--- src/rtl/mr_wb_arb_pkg.sv ---
// Shared types and defaults for the mr_wb_arb Wishbone arbiter slice.
package mr_pkg;

  localparam int unsigned MR_XLEN          = 32;
  localparam int unsigned MR_SELW          = MR_XLEN / 8;
  localparam int unsigned MR_ARB_MAX_OUTST = 4;

  typedef enum logic [1:0] {
    ARB_NONE,
    ARB_S0,
    ARB_S1
  } e_arb_owner;

  function automatic int unsigned outst_width(input int unsigned max_outst);
    return $clog2(max_outst + 1);
  endfunction

endpackage

--- src/rtl/mr_wb_outst_ctr.sv ---
// Saturating up/down counter of outstanding Wishbone strobes.
// It never wraps: increments at full and decrements at empty are ignored.
module mr_wb_outst_ctr
    import mr_pkg::*;
#(
    parameter int unsigned MAX = MR_ARB_MAX_OUTST
) (
    input  logic clk,
    input  logic rst,
    input  logic inc,
    input  logic dec,
    input  logic clr,
    output logic full,
    output logic empty
);
    localparam int unsigned W = outst_width(MAX);
    localparam logic [W-1:0] MAX_CNT = W'(MAX);

    logic [W-1:0] cnt_q, cnt_d;

    assign full  = (cnt_q == MAX_CNT);
    assign empty = (cnt_q == '0);

    always_comb begin
        cnt_d = cnt_q;
        if (clr) begin
            cnt_d = '0;
        end else if (inc && !dec && !full) begin
            cnt_d = cnt_q + 1'b1;
        end else if (dec && !inc && !empty) begin
            cnt_d = cnt_q - 1'b1;
        end
    end

    always_ff @(posedge clk) begin
        if (!rst) cnt_q <= '0;
        else      cnt_q <= cnt_d;
    end

endmodule

--- src/rtl/mr_wb_arb.sv ---
// Two-master (s0 ifetch, s1 LD-ST) to one-slave pipelined Wishbone arbiter, CYC-locked grants.
// Define MR_WB_ARB_LDST_PRIO_EN to make s1 win every contested grant instead of round robin.
module mr_wb_arb
    import mr_pkg::*;
#(
    parameter int unsigned MAX_OUTST = MR_ARB_MAX_OUTST
) (
    input  logic               clk,
    input  logic               rst,
    input  logic [MR_XLEN-1:0] s0_adr_i,
    input  logic [MR_XLEN-1:0] s0_dat_i,
    output logic [MR_XLEN-1:0] s0_dat_o,
    input  logic               s0_we_i,
    input  logic [MR_SELW-1:0] s0_sel_i,
    input  logic               s0_stb_i,
    input  logic               s0_cyc_i,
    output logic               s0_ack_o,
    output logic               s0_err_o,
    output logic               s0_stall_o,
    input  logic [MR_XLEN-1:0] s1_adr_i,
    input  logic [MR_XLEN-1:0] s1_dat_i,
    output logic [MR_XLEN-1:0] s1_dat_o,
    input  logic               s1_we_i,
    input  logic [MR_SELW-1:0] s1_sel_i,
    input  logic               s1_stb_i,
    input  logic               s1_cyc_i,
    output logic               s1_ack_o,
    output logic               s1_err_o,
    output logic               s1_stall_o,
    output logic [MR_XLEN-1:0] m_adr_o,
    output logic [MR_XLEN-1:0] m_dat_o,
    output logic               m_we_o,
    output logic [MR_SELW-1:0] m_sel_o,
    output logic               m_stb_o,
    output logic               m_cyc_o,
    input  logic [MR_XLEN-1:0] m_dat_i,
    input  logic               m_ack_i,
    input  logic               m_err_i,
    input  logic               m_stall_i
);
    e_arb_owner owner_q, owner_d;
    // Master favoured on the next contested grant; reset favours s0.
    e_arb_owner rr_q, rr_d;
    logic       rel;
    logic       full, empty;
    logic       inc, dec, clr;

    always_comb begin
        owner_d = owner_q;
        rr_d    = rr_q;
        rel     = 1'b0;
        case (owner_q)
            ARB_NONE: begin
                if (s0_cyc_i && s1_cyc_i) begin
`ifdef MR_WB_ARB_LDST_PRIO_EN
                    owner_d = ARB_S1;
`else
                    owner_d = rr_q;
`endif
                end else if (s0_cyc_i) begin
                    owner_d = ARB_S0;
                end else if (s1_cyc_i) begin
                    owner_d = ARB_S1;
                end
                if (owner_d == ARB_S0)      rr_d = ARB_S1;
                else if (owner_d == ARB_S1) rr_d = ARB_S0;
            end
            ARB_S0:  rel = !s0_cyc_i;
            ARB_S1:  rel = !s1_cyc_i;
            default: rel = 1'b1;
        endcase
        if (rel) owner_d = ARB_NONE;
    end

    always_ff @(posedge clk) begin
        if (!rst) begin
            owner_q <= ARB_NONE;
            rr_q    <= ARB_S0;
        end else begin
            owner_q <= owner_d;
            rr_q    <= rr_d;
        end
    end

    always_comb begin
        m_adr_o    = '0;
        m_dat_o    = '0;
        m_we_o     = 1'b0;
        m_sel_o    = '0;
        m_stb_o    = 1'b0;
        m_cyc_o    = 1'b0;
        s0_ack_o   = 1'b0;
        s0_err_o   = 1'b0;
        s0_stall_o = 1'b1;
        s1_ack_o   = 1'b0;
        s1_err_o   = 1'b0;
        s1_stall_o = 1'b1;
        case (owner_q)
            ARB_S0: begin
                m_adr_o    = s0_adr_i;
                m_dat_o    = s0_dat_i;
                m_we_o     = s0_we_i;
                m_sel_o    = s0_sel_i;
                m_stb_o    = s0_stb_i & ~full;
                m_cyc_o    = s0_cyc_i;
                s0_stall_o = m_stall_i | full;
                s0_ack_o   = m_ack_i & ~empty;
                s0_err_o   = m_err_i & ~empty;
            end
            ARB_S1: begin
                m_adr_o    = s1_adr_i;
                m_dat_o    = s1_dat_i;
                m_we_o     = s1_we_i;
                m_sel_o    = s1_sel_i;
                m_stb_o    = s1_stb_i & ~full;
                m_cyc_o    = s1_cyc_i;
                s1_stall_o = m_stall_i | full;
                s1_ack_o   = m_ack_i & ~empty;
                s1_err_o   = m_err_i & ~empty;
            end
            default: ;
        endcase
    end

    assign s0_dat_o = m_dat_i;
    assign s1_dat_o = m_dat_i;

    // Responses with nothing outstanding are stray and must not underflow the count.
    assign inc = m_stb_o & ~m_stall_i;
    assign dec = (m_ack_i | m_err_i) & ~empty;
    assign clr = rel | (owner_q == ARB_NONE);

    mr_wb_outst_ctr #(
        .MAX (MAX_OUTST)
    ) u_outst (
        .clk   (clk),
        .rst   (rst),
        .inc   (inc),
        .dec   (dec),
        .clr   (clr),
        .full  (full),
        .empty (empty)
    );

endmodule

--- config.mk ---
export PLATFORM = sky130hd
export DESIGN_NAME = mr_wb_arb
export DESIGN_NICKNAME = d
export VERILOG_FILES = /design/src/rtl/mr_wb_arb_pkg.sv /design/src/rtl/mr_wb_outst_ctr.sv /design/src/rtl/mr_wb_arb.sv
export SDC_FILE = /design/constraint.sdc
export NUM_CORES = 1
export LEC_CHECK = 0
export CAP_MARGIN = 10
export CORE_AREA = 3 3 122 124
export CTS_CLUSTER_DIAMETER = 60
export DETAILED_ROUTE_END_ITERATION = 16
export DIE_AREA = 0 0 125 127
export GPL_TIMING_DRIVEN = 0
export PLACE_DENSITY = 0.65
export SLEW_MARGIN = 20
export SYNTH_ARGS = -nofsm -noshare
export SYNTH_HDL_FRONTEND = slang
export SYNTH_SLANG_ARGS = --single-unit
--- constraint.sdc ---
create_clock -name clk -period 5.8 [get_ports clk]
set_input_delay 1.16 -clock clk [delete_from_list [all_inputs] [get_ports clk]]
set_output_delay 1.16 -clock clk [all_outputs]
set_load 0.02 [all_outputs]
---- After elaboration in Yosys (flattened, before gate mapping) ----
Index checks and enable logic that the tools add are counted.
operators by class
  mux-type cells .......................... 21
  equality and inequality tests ........... 5
  add/subtract/negate cells ............... 2
  bitwise operators ....................... 13
  reduce and logical (&&, ||, !) cells .... 18
operator list
  cell                   count
  $pmux W32 S2           2
  $mux W2                6
  $pmux W4 S2            1
  $and A1 B1 Y1          6
  $logic_not A1 Y1       6
  $mux W1                6
  $mux W3                2
  $pmux W1 S2            3
  $logic_and A1 B1 Y1    5
  $eq A2 B1 Y1 const B   2
  $eq A2 B2 Y1 const B   2
  $not A1 Y1             4
  $reduce_bool A2 Y1     2
  $reduce_or A2 Y1       2
  $add A3 B1 Y3 const B  1
  $eq A3 B3 Y1 const B   1
  $logic_not A3 Y1       1
  $or A1 B1 Y1           3
  $pmux W1 S3            1
  $sub A3 B1 Y3 const B  1
  $logic_not A2 Y1       1
  $reduce_and A2 Y1      1
storage, ports and cells
  flip-flop bits (word level) ............. 7
  output and inout bits ................... 141

---- Longest topological paths before layout ----
Gate-level depths: netlist (run 1).
  depth in word-level cells ............... 10
  mapped depth ............................ 10
  mapped depth without buffers ............ 9

---- Hierarchy ----
A second synthesis (run 1) with hierarchy kept.
unflattened totals
  cell total of the unflattened synthesis .. 300
  area, all modules ....................... 2158.3 um2
by module, submodules not included
  module           sequential area each (um2)  cells an instance  times used  area each (um2)
  mr_wb_arb        80.1                        274                1           1939.4
  mr_wb_outst_ctr  60.1                        26                 1           219.0

---- Least setup slack after synthesis (run 1) ----
No wires, ideal clock.
  path kind ............................... input to output
  start ................................... input port s1_stb_i
  end ..................................... output port m_stb_o
  arrival ................................. 1.843 ns
  setup slack ............................. 2.797 ns
  stages .................................. 2
  path buffers ............................ 0
  data required time ...................... 4.640 ns
  cells stage by stage .................... mux2i_1 > a211oi_1
between the ends
  cells in the longest elaborated chain, start to end .. 2
RTL lines
  item           RTL line          text
  from (decl)    mr_wb_arb.sv:25   input logic s1_stb_i,
  $and A1 B1 Y1  mr_wb_arb.sv:115  m_stb_o = s1_stb_i & ~full;
  $pmux W1 S2    mr_wb_arb.sv:98   case (owner_q)
  to (decl)      mr_wb_arb.sv:34   output logic m_stb_o,
No other way between the ends.

---- Worst setup path after layout (run 1) ----
  start ................................... register owner_q[0]
  end ..................................... output port m_dat_o[28]
between the ends
  cells in the longest elaborated chain, start to end .. 2
  elaborated cells between the ends (all ways) .. 3
  those cells by class .................... 2 x eq/ne; 1 x mux
RTL lines
  item                                                 RTL line         text
  from (decl)                                          mr_wb_arb.sv:41  e_arb_owner owner_q, owner_d;
  from (signal assigned)                               mr_wb_arb.sv:80  owner_q <= owner_d;
  $eq A2 B2 Y1 / $eq A2 B1 Y1 (equally long branches)  mr_wb_arb.sv:98
  $pmux W32 S2 *                                       mr_wb_arb.sv:98
  to (decl)                                            mr_wb_arb.sv:31  output logic [MR_XLEN-1:0] m_dat_o,
Mark *: on every way between the ends. The rest lies on a longest branch, timed or not.

==> metrics, run 1 <==
clock buffer count from CTS 3; top cells by area, synth a22oi_1 (27%), buf_4 (25%), nor2_1 (14%), dfxtp_1 (7.3%), clkbuf_1 (3.9%); post-synthesis cell area between 0.0015 and 0.002 mm²; simple-gate portion of the synthesized area 22.2%; Cell Rows 43; routed wire length roughly 12 mm; syn avg cell area between 6 and 7 µm²; DR WL/cell 15.4 µm; post-synthesis compound-gate area fraction between 30% and 40%; post-detail-place hpwl just over 10 mm; area leader, netlist a22oi_1; drt pass-1 iters 4; dpl cells 758; via count 3186; Slew headroom 56.7%; multiplexer share of the synthesized area under 10%; top-count cell post-synth nor2_1; Finish-stage setup viols 0; Area after DPL between 0.005 and 0.006 mm²; CP Launch Type flip-flop; R2R setup slack roughly 3100 ps; Layout Area Growth over Synthesis 164%; dominant synthesized flop cell dfxtp_1; RSZ-0062 raised after global routing no; Final min period approximately 3900 ps; I/O Buffers 287; Peak supply drop 0.0846 mV; leakage 0.00191 µW; # nets final 769; multi-input logic area about 0.0012 mm²; dominant combinational cell family by area after synthesis compound AO/OA/AOI/OAI gates; CP arrival roughly 2800 ps; largest net degree at the start of global routing 11; Post CTS Setup Buffer Count 0; post-cts hold buffer count 0; GPL Wtd Cong around 0.85; post-cts gate resize count 0; grt ovf 0; DRT iter0 DRCs 63; hold crit path type flip-flop to flip-flop; fin crit share 67.9%; register area approximately 140 µm²; Crit Path Category flip-flop to primary output; ys async rst share 0%; fraction of layout cells with a size suffix above 1 12.4%; CTS HTree Levels 1; initial antenna violation count 0; Pwr per Cell Area 174 mW/mm²; DRC 0; Yosys reg bits 7; clock tree from TritonCTS done; Place WS a little under 2000 ps; Critical Path Fanout Max 10; Worst-Skew Late Latency 230 ps; Least-Margin Pin Slew around 650 ps; core footprint about 0.014 mm²; GRT Util Overall about an eighth; Die ar. ~0.016 mm²; xor and xnor area share after synthesis 0.842%; Root Driver clkbuf_16; Setup TNS 0 ps; fill cell count between 1000 and 1500; first-pass GRT wire length between 15 and 20 mm; Ant. Diodes 0; Die H between 100 and 150 µm; fmax roughly 250 MHz; Post-Synthesis Net Count approximately 480; register area share after synthesis under 10%; Synth top area share between 20 and 30%; Distinct cells, synth 26; synthesized instance count slightly below 300; initial core utilization 13.9%; endpoints failing hold 0; number of enable flip-flop cells after synthesis 0; top cells by count, synth nor2_1 (74), a22oi_1 (70), buf_4 (65), clkbuf_1 (20), nand2_1 (10); DRT antenna net count 0; I/O pin cnt 320; Final Power between 800 and 900 µW; synth warn 0; Req. time, crit path 4640 ps; clock buffer depth 2; status finished, final reports clean; Max Slew Vio Count 0; Die Wd 125 µm; clk slew on worst S/H paths ~40 ps; Final Skew roughly 0.19 ps; Adder-Cell Fraction of Synth Area about 4.9%; Sink Count 7; CP Capture Type primary output; maxcap violations 0; non-filler instance count after layout 762; vias per cell around 4.2; vias in the first global route roughly 3200; final worst setup slack between 1500 and 2000 ps; design area slightly above 0.005 mm²
stage by stage:
step | utilization (%) | hold slack, ps
after floorplan | - | 451
after global placement | 36.2 | 462
after detailed placement | 36.2 | 481
after CTS | 36.8 | 486
after global routing | 36.8 | 511
final | 36.8 | 482
routing by layer:
layer / vias up / GRT usage, % / routed length, µm / share of wire (%)
met4: 0 / 1.85 / 133 / 1.1
met2: 203 / 26.1 / 6320 / 54
li1: 1540 / - / - / -
met1: 1433 / 13.7 / 4110 / 35
met3: 10 / 4.43 / 1180 / 10
met5: - / 0 / 0 / 0
worst max-delay path, cell delays in order (launching register included):
cell             delay [ps]
dfxtp_1                 350
inv_1                   120
ha_1                    150
buf_4                   180
clkbuf_1                400
clkbuf_1                400
a22oi_1                 160
nor2_1                  160
clkdlybuf4s50_1         640
worst paths after layout:
path / from / to / depth (start not counted)
min reg2reg: rr_q[1]$_SDFFE_PN0P_ / rr_q[1]$_SDFFE_PN0P_ / 2
max reg2reg: owner_q[0]$_SDFFE_PP0P_ / u_outst.cnt_q[2]$_SDFFE_PP0P_ / 10
min: rr_q[1]$_SDFFE_PN0P_ / rr_q[1]$_SDFFE_PN0P_ / 2
max: owner_q[0]$_SDFFE_PP0P_ / m_dat_o[28] / 8
area by class of cell:
cell class	count	area share, %
timing repair buffer	287	56.2
multi-input combinational	194	23.7
buffer	87	11.2
tap	180	4.41
sequential	7	2.74
clock buffer	4	1.54
inverter	3	0.220
cell families (layout without fill, tap and decap cells):
logic type      after synthesis  count (layout)
flops                         7               7
simple gates                101             101
mux                           7               7
xor+xnor                      1               1
buf+inv                      90             381
fa+ha+maj                     7               7
compound gates               78              78
cell usage in the layout (no fill, tap or decap), types with 5 or more instances in the layout:
cell type / n
clkbuf_1: 21
dfxtp_1: 7
nand2b_1: 5
mux2i_1: 7
nor2_1: 74
buf_4: 65
clkdlybuf4s50_1: 287
a22oi_1: 70
nand2_1: 10
ha_1: 6
sequential cells by signal, summed over array words and instances, names as in the netlist:
register       count
u_outst.cnt_q      3
owner_q            2
rr_q               2
power breakdown:
part           internal (µW)  switching, µW  leakage, µW
Clock                   91.5           26.1    0.0000382
Combinational            339            369      0.00181
Sequential              55.0           6.35    0.0000571
Note: power is estimated with default switching activity, not from simulation.
==> run 2, diff against run 1 <==
--- a/config.mk
+++ b/config.mk
@@ -11,7 +11,7 @@
 export DETAILED_ROUTE_END_ITERATION = 16
 export DIE_AREA = 0 0 125 127
 export GPL_TIMING_DRIVEN = 0
-export PLACE_DENSITY = 0.65
+export PLACE_DENSITY = 0.68
 export SLEW_MARGIN = 20
 export SYNTH_ARGS = -nofsm -noshare
 export SYNTH_HDL_FRONTEND = slang
==> constraint.sdc (replaced) <==
create_clock -name clk -period 3.2 [get_ports clk]
set_input_delay 0.64 -clock clk [delete_from_list [all_inputs] [get_ports clk]]
set_output_delay 0.64 -clock clk [all_outputs]
set_load 0.02 [all_outputs]
==> run 2 against run 1 <==
Die area did not move. Clock power rose by 84%. Design area rose by 0.51%. Final cell count did not move. Utilization rose by 0.19 points. Hold slack improved by 3.3 ps. Clock skew rose by 3.8 ps. First-iteration DRC count rose by 24%. Count of clock-buffer cells in the layout fell by 1. Non-clock buffer count did not move. Largest power group unchanged. Highest routed layer unchanged.
==> metrics, run 2 (synthesis gave the netlist of run 1 again) <==
status finished, final reports clean; Least-Margin Pin Slew 672 ps (+24.6 ps); CP Capture Type primary output; DRC 0 (unchanged); worst flop-to-flop path startpoint owner_q[0]$_SDFFE_PP0P_; Peak supply drop 0.155 mV (+83%); hold_ws 485 ps (+3.34 ps); Final min period about 3100 ps; Crit Path Category flip-flop to primary output; Critical Path Source owner_q[0]$_SDFFE_PP0P_; most frequent cells in the layout clkdlybuf4s50_1 (285), nor2_1 (74), a22oi_1 (70); clock tree from TritonCTS done; DRT iter0 DRCs 78 (+24%); Seq pwr share 6.8% (about the same); most common cell after layout, fill and taps aside clkdlybuf4s50_1; Max Slew Vio Count 0 (unchanged); I/O Buffers 287 (unchanged); Final Power 1630 µW (+84%); endpoints failing hold 0 (unchanged); clock power share 13.3% (about the same); dpl cells 758 (unchanged); critical path depth 6 (-2); crit path max-delay cell type clkdlybuf4s50_1; GRT Util Overall 12.9% (-0.26 points); Sink Count 7 (unchanged); Slew headroom 55.0% (-1.6 points); CP Launch Type flip-flop; DR WL/cell 15.2 µm (-1.3%); Req. time, crit path 2560 ps (-2080 ps); Pwr per Cell Area 318 mW/mm² (+83%); fraction of layout cells with a size suffix above 1 14.6% (+2.2 points); Finish-stage setup viols 0 (unchanged); drt pass-1 iters 4 (unchanged); Top Registers u_outst.cnt_q x3, owner_q x2, rr_q x2; I/O pin cnt 320 (unchanged); P_sw 745 µW (+85%); first-pass GRT wire length 16.6 mm (-3.0%); routed wire length 11.6 mm (-1.3%); Worst-Skew Late Latency 240 ps (about the same); grt ovf 0 (unchanged); CP top delay family buffers and inverters; slowest cell delay on critical path 570 ps (-70 ps); Root Driver clkbuf_16; Cell Int Power 888 µW (+83%); WP buf/inv 4 (-1); post-cts hold buffer count 0 (unchanged); Die ar. 0.0159 mm² (unchanged); non-filler instance count after layout 762 (unchanged); Die Wd 125 µm (unchanged); leakage 0.00199 µW (+4.2%); RSZ-0062 raised after global routing yes; Critical Path End m_adr_o[1]; R2R setup slack 570 ps (-2560 ps); CTS HTree Levels 1 (unchanged); initial core utilization 13.9% (unchanged); hold crit path type flip-flop to flip-flop; # nets final 769 (unchanged); Logic pwr share 79.9% (about the same); via count 3148 (-1.2%); fin crit share 96.5%; CP arrival 2450 ps (-330 ps); Final Util 37.0% (+0.19 points); Layout Area Growth over Synthesis 166%; maxcap violations 0 (unchanged); clock buffer depth 2 (unchanged); DRT antenna net count 0 (unchanged); Top reg by flops u_outst.cnt_q; Critical Path Fanout Max 10 (unchanged); Final Skew 4.02 ps (+3.83 ps); post-detail-place hpwl 9.84 mm (-3.1%); CP cell instances inv_1 > ha_1 > inv_2 > clkbuf_1 > nor2_1 > clkdlybuf4s50_1; clock buffer count from CTS 3 (unchanged); R2R Path End u_outst.cnt_q[2]$_SDFFE_PP0P_; max reg flops 3 (unchanged); Die H 127 µm (unchanged); worst r2r path cells 10 (unchanged); Sw Share 45.6% (+0.36 points); clk slew on worst S/H paths 40 ps (about the same); initial antenna violation count 0 (unchanged); GPL Wtd Cong 0.779 (-7.9%); fmax between 300 and 400 MHz; core footprint 0.0139 mm² (unchanged); Ant. Diodes 0 (unchanged); Cell Rows 43 (unchanged); vias per cell 4.13 (-1.2%); largest net degree at the start of global routing 11 (unchanged); vias in the first global route 3104 (-4.2%)
[run 2: cell types whose count changed in the layout (fill, tap and decap cells not counted), sizes merged]
cell	previous run	this run
clkdlybuf4s50	287	285
clkinv	0	1
clkbuf	24	21
dlymetal6s2s	0	2
buf	67	69
[run 2: cell type report]
cell class / instances / area (µm²)
multi-input combinational: 194 / 1210
sequential: 7 / 140
inverter: 3 / 11.3
clock inverter: 1 / 5.00
timing repair buffer: 287 / 2880
tap: 180 / 225
clock buffer: 3 / 75.1
buffer: 87 / 591
fill: 1456 / 8750
[run 2: how the worst min path moves through the flow]
stage                                end  depth (start not counted)                 start  slack, ps
finish              rr_q[1]$_SDFFE_PN0P_                          2  rr_q[1]$_SDFFE_PN0P_        490
global route        rr_q[0]$_SDFFE_PN1P_                          2  rr_q[0]$_SDFFE_PN1P_        510
CTS                 rr_q[1]$_SDFFE_PN0P_                          2  rr_q[1]$_SDFFE_PN0P_        490
detailed placement  rr_q[1]$_SDFFE_PN0P_                          2  rr_q[1]$_SDFFE_PN0P_        480
global placement    rr_q[1]$_SDFFE_PN0P_                          2  rr_q[1]$_SDFFE_PN0P_        470
floorplan           rr_q[1]$_SDFFE_PN0P_                          2  rr_q[1]$_SDFFE_PN0P_        450
[run 2: routing by layer]
| metal | up-vias | wire (µm) | part of all wire [%] | global-route usage, % |
|---|---|---|---|---|
| met5 | - | 0 | 0 | 0 |
| met3 | 13 | 1030 | 8.8 | 3.85 |
| met1 | 1412 | 4540 | 39 | 15.4 |
| met2 | 183 | 5870 | 51 | 23.3 |
| met4 | 0 | 150 | 1.3 | 2.36 |
| li1 | 1540 | - | - | - |
[run 2: tightest hold or removal path, stage by stage (launching register included)]
cell      delay, ps
dfxtp_1         300
nand2b_1         60
a21boi_0         70
[run 2: timing repair]
| item | 4_1_cts | 5_1_grt |
|---|---|---|
| buffers inserted | 0 | 0 |
| hold endpoints to repair | 0 | 0 |
| gates resized for setup | 9 | 14 |
| endpoints found under the setup margin | 69 | 61 |
[run 2: per-stage QoR]
step | cell area, µm² | setup TNS [ps] | setup WS [ps]
6_report | 5130 | 0 | 111
2_1_floorplan | 1930 | 0 | 785
3_5_place_dp | 5030 | -5360 | -269
4_1_cts | 5120 | 0 | 6.19
3_3_place_gp | 5030 | -4340 | -262
5_1_grt | 5130 | -715 | -60.8
[run 2: power groups by stage]
stage                     combinational, µW  sequential (µW)  clock (µW)
after detailed placement               1310              113           0
after global placement                 1300              112           0
after global routing                   1410              113         229
after floorplan                         678              109           0
after CTS                              1320              111         222
final                                  1300              111         217
==> run 3, diff against run 2 <==
==> constraint.sdc (replaced) <==
create_clock -name clk -period 3.2 [get_ports clk]
set_input_delay 0.64 -clock clk [delete_from_list [all_inputs] [get_ports clk]]
set_output_delay 0.64 -clock clk [all_outputs]
set_load 0.01 [all_outputs]
==> run 3 against run 2 <==
Sequential cell count unchanged. Die area unchanged. Worst setup slack better by 68 ps. Maximum frequency up 2.3%. Critical path type unchanged.
==> metrics, run 3 (synthesis gave the netlist of run 1 again) <==
status finished, final reports clean; grt ovf 0 (unchanged); Die H 127 µm (unchanged); Slew headroom 55.1% (about the same); drt pass-1 iters 4 (unchanged); I/O pin cnt 320 (unchanged); RSZ-0062 raised after global routing no; Root Driver clkbuf_16; Final Skew 4.00 ps (-0.0192 ps); clock buffer count from CTS 3 (unchanged); Layout Area Growth over Synthesis 165%; # nets final 768 (-0.13%); endpoints failing hold 0 (unchanged); Ant. Diodes 0 (unchanged); Finish-stage setup viols 0 (unchanged); DRC 0 (unchanged); maxcap violations 0 (unchanged); Sink Count 7 (unchanged); fin crit share 94.4% (-2.1 points); CP Launch Type flip-flop; post-cts hold buffer count 0 (unchanged); final worst setup slack 179 ps (+68.4 ps); CP Capture Type primary output; Die Wd 125 µm (unchanged); leakage 0.00195 µW (-1.9%); GRT Util Overall 12.9% (-0.035 points); DRT antenna net count 0 (unchanged); most common cell after layout, fill and taps aside clkdlybuf4s50_1; Crit Path Category flip-flop to primary output; initial antenna violation count 0 (unchanged); fill cell count 1456 (unchanged); Place WS -202 ps (+67.1 ps); initial core utilization 13.9% (unchanged); DRT iter0 DRCs 101 (+29%); Req. time, crit path 2560 ps (about the same); clock buffer depth 2 (unchanged); core footprint 0.0139 mm² (unchanged); Final min period 3020 ps (-68.4 ps); fmax 331 MHz (+2.3%); Post CTS Setup Buffer Count 0 (unchanged); clock tree from TritonCTS done; GPL Wtd Cong 0.779 (unchanged); fraction of layout cells with a size suffix above 1 14.6% (+0.025 points); Cell Rows 43 (unchanged); first-pass GRT wire length 16.6 mm (-0.17%); max reg flops 3 (unchanged); hold crit path type flip-flop to flip-flop; most frequent cells in the layout clkdlybuf4s50_1 (287), nor2_1 (74), a22oi_1 (70); Die ar. 0.0159 mm² (unchanged); DR WL/cell 15.2 µm (about the same); vias in the first global route 3107 (+0.097%); CP arrival 2380 ps (-70 ps); Area after DPL 0.00503 mm² (unchanged); I/O Buffers 287 (unchanged); post-detail-place hpwl 9.84 mm (unchanged); design area 0.00512 mm² (-0.27%); vias per cell 4.14 (+0.20%); Setup TNS 0 ps (unchanged); Top Registers u_outst.cnt_q x3, owner_q x2, rr_q x2; via count 3150 (+0.064%); Worst-Skew Late Latency 240 ps (about the same); Top reg by flops u_outst.cnt_q; routed wire length 11.6 mm (-0.16%); Max Slew Vio Count 0 (unchanged); CTS HTree Levels 1 (unchanged); Least-Margin Pin Slew 672 ps (-0.809 ps); clk slew on worst S/H paths 40 ps (about the same); Pwr per Cell Area 297 mW/mm² (-6.6%); Critical Path Fanout Max 10 (unchanged); largest net degree at the start of global routing 16 (+5); Peak supply drop 0.146 mV (-5.7%)
## run 3: cell types whose count changed in the layout (fill, tap and decap cells not counted), sizes merged
cell           delta
clkdlybuf4s50     +2
dlymetal6s2s      -2
buf               -1
## run 3: final timing paths
kind / from / endpoint / slack [ps] / depth (start not counted)
hold / removal: rr_q[1]$_SDFFE_PN0P_ / rr_q[1]$_SDFFE_PN0P_ / 490 / 2
setup reg to reg: owner_q[0]$_SDFFE_PP0P_ / u_outst.cnt_q[2]$_SDFFE_PP0P_ / 490 / 10
setup / recovery: owner_q[0]$_SDFFE_PP0P_ / m_adr_o[1] / 180 / 6
hold reg to reg: rr_q[1]$_SDFFE_PN0P_ / rr_q[1]$_SDFFE_PN0P_ / 490 / 2
## run 3: routing by layer
layer | vias up | wire length [µm] | global-route usage, % | part of all wire, %
li1 | 1539 | - | - | -
met1 | 1416 | 4520 | 15.3 | 39
met2 | 186 | 5920 | 23.4 | 51
met3 | 9 | 1050 | 3.85 | 9.0
met4 | 0 | 91 | 2.04 | 0.79
met5 | - | 0 | 0 | 0
## run 3: critical path: stages, from the launching register on
cell and delay [ps]:
dfxtp_1 400, inv_1 110, ha_1 310, inv_2 220
clkbuf_1 460, nor2_1 140, clkdlybuf4s50_1 510
## run 3: repair_timing
item	in CTS	in global routing
gates resized for setup	3	19
endpoints found under the hold margin	0	0
cloned	0	0
setup endpoints to repair	69	42
## run 3: power breakdown
group,leakage [µW],switching (µW),internal (µW)
clock,0.0000409,52.5,164
combinational,0.00185,571,621
sequential,0.0000571,11.5,99.6
total,0.00195,635,885
## run 3: cell type report
type	instances	area, µm²	share of cell area (%)
flip-flops and latches	7	140	2.74
clock inverters	1	5.00	0.0977
multi-input cells	194	1210	23.6
inverters	3	11.3	0.220
repair buffers	287	2870	56.1
clock buffers	3	75.1	1.47
plain buffers	86	582	11.4
well taps	180	225	4.40
## run 3: per-stage QoR
stage	cells	power (µW)	hold WS [ps]	utilization (%)
5_1_grt	761	1630	509	36.9
6_report	761	1520	485	36.9
3_3_place_gp	758	1310	467	36.2
4_1_cts	761	1540	489	36.8
2_1_floorplan	291	676	451	-
3_5_place_dp	758	1310	480	36.2
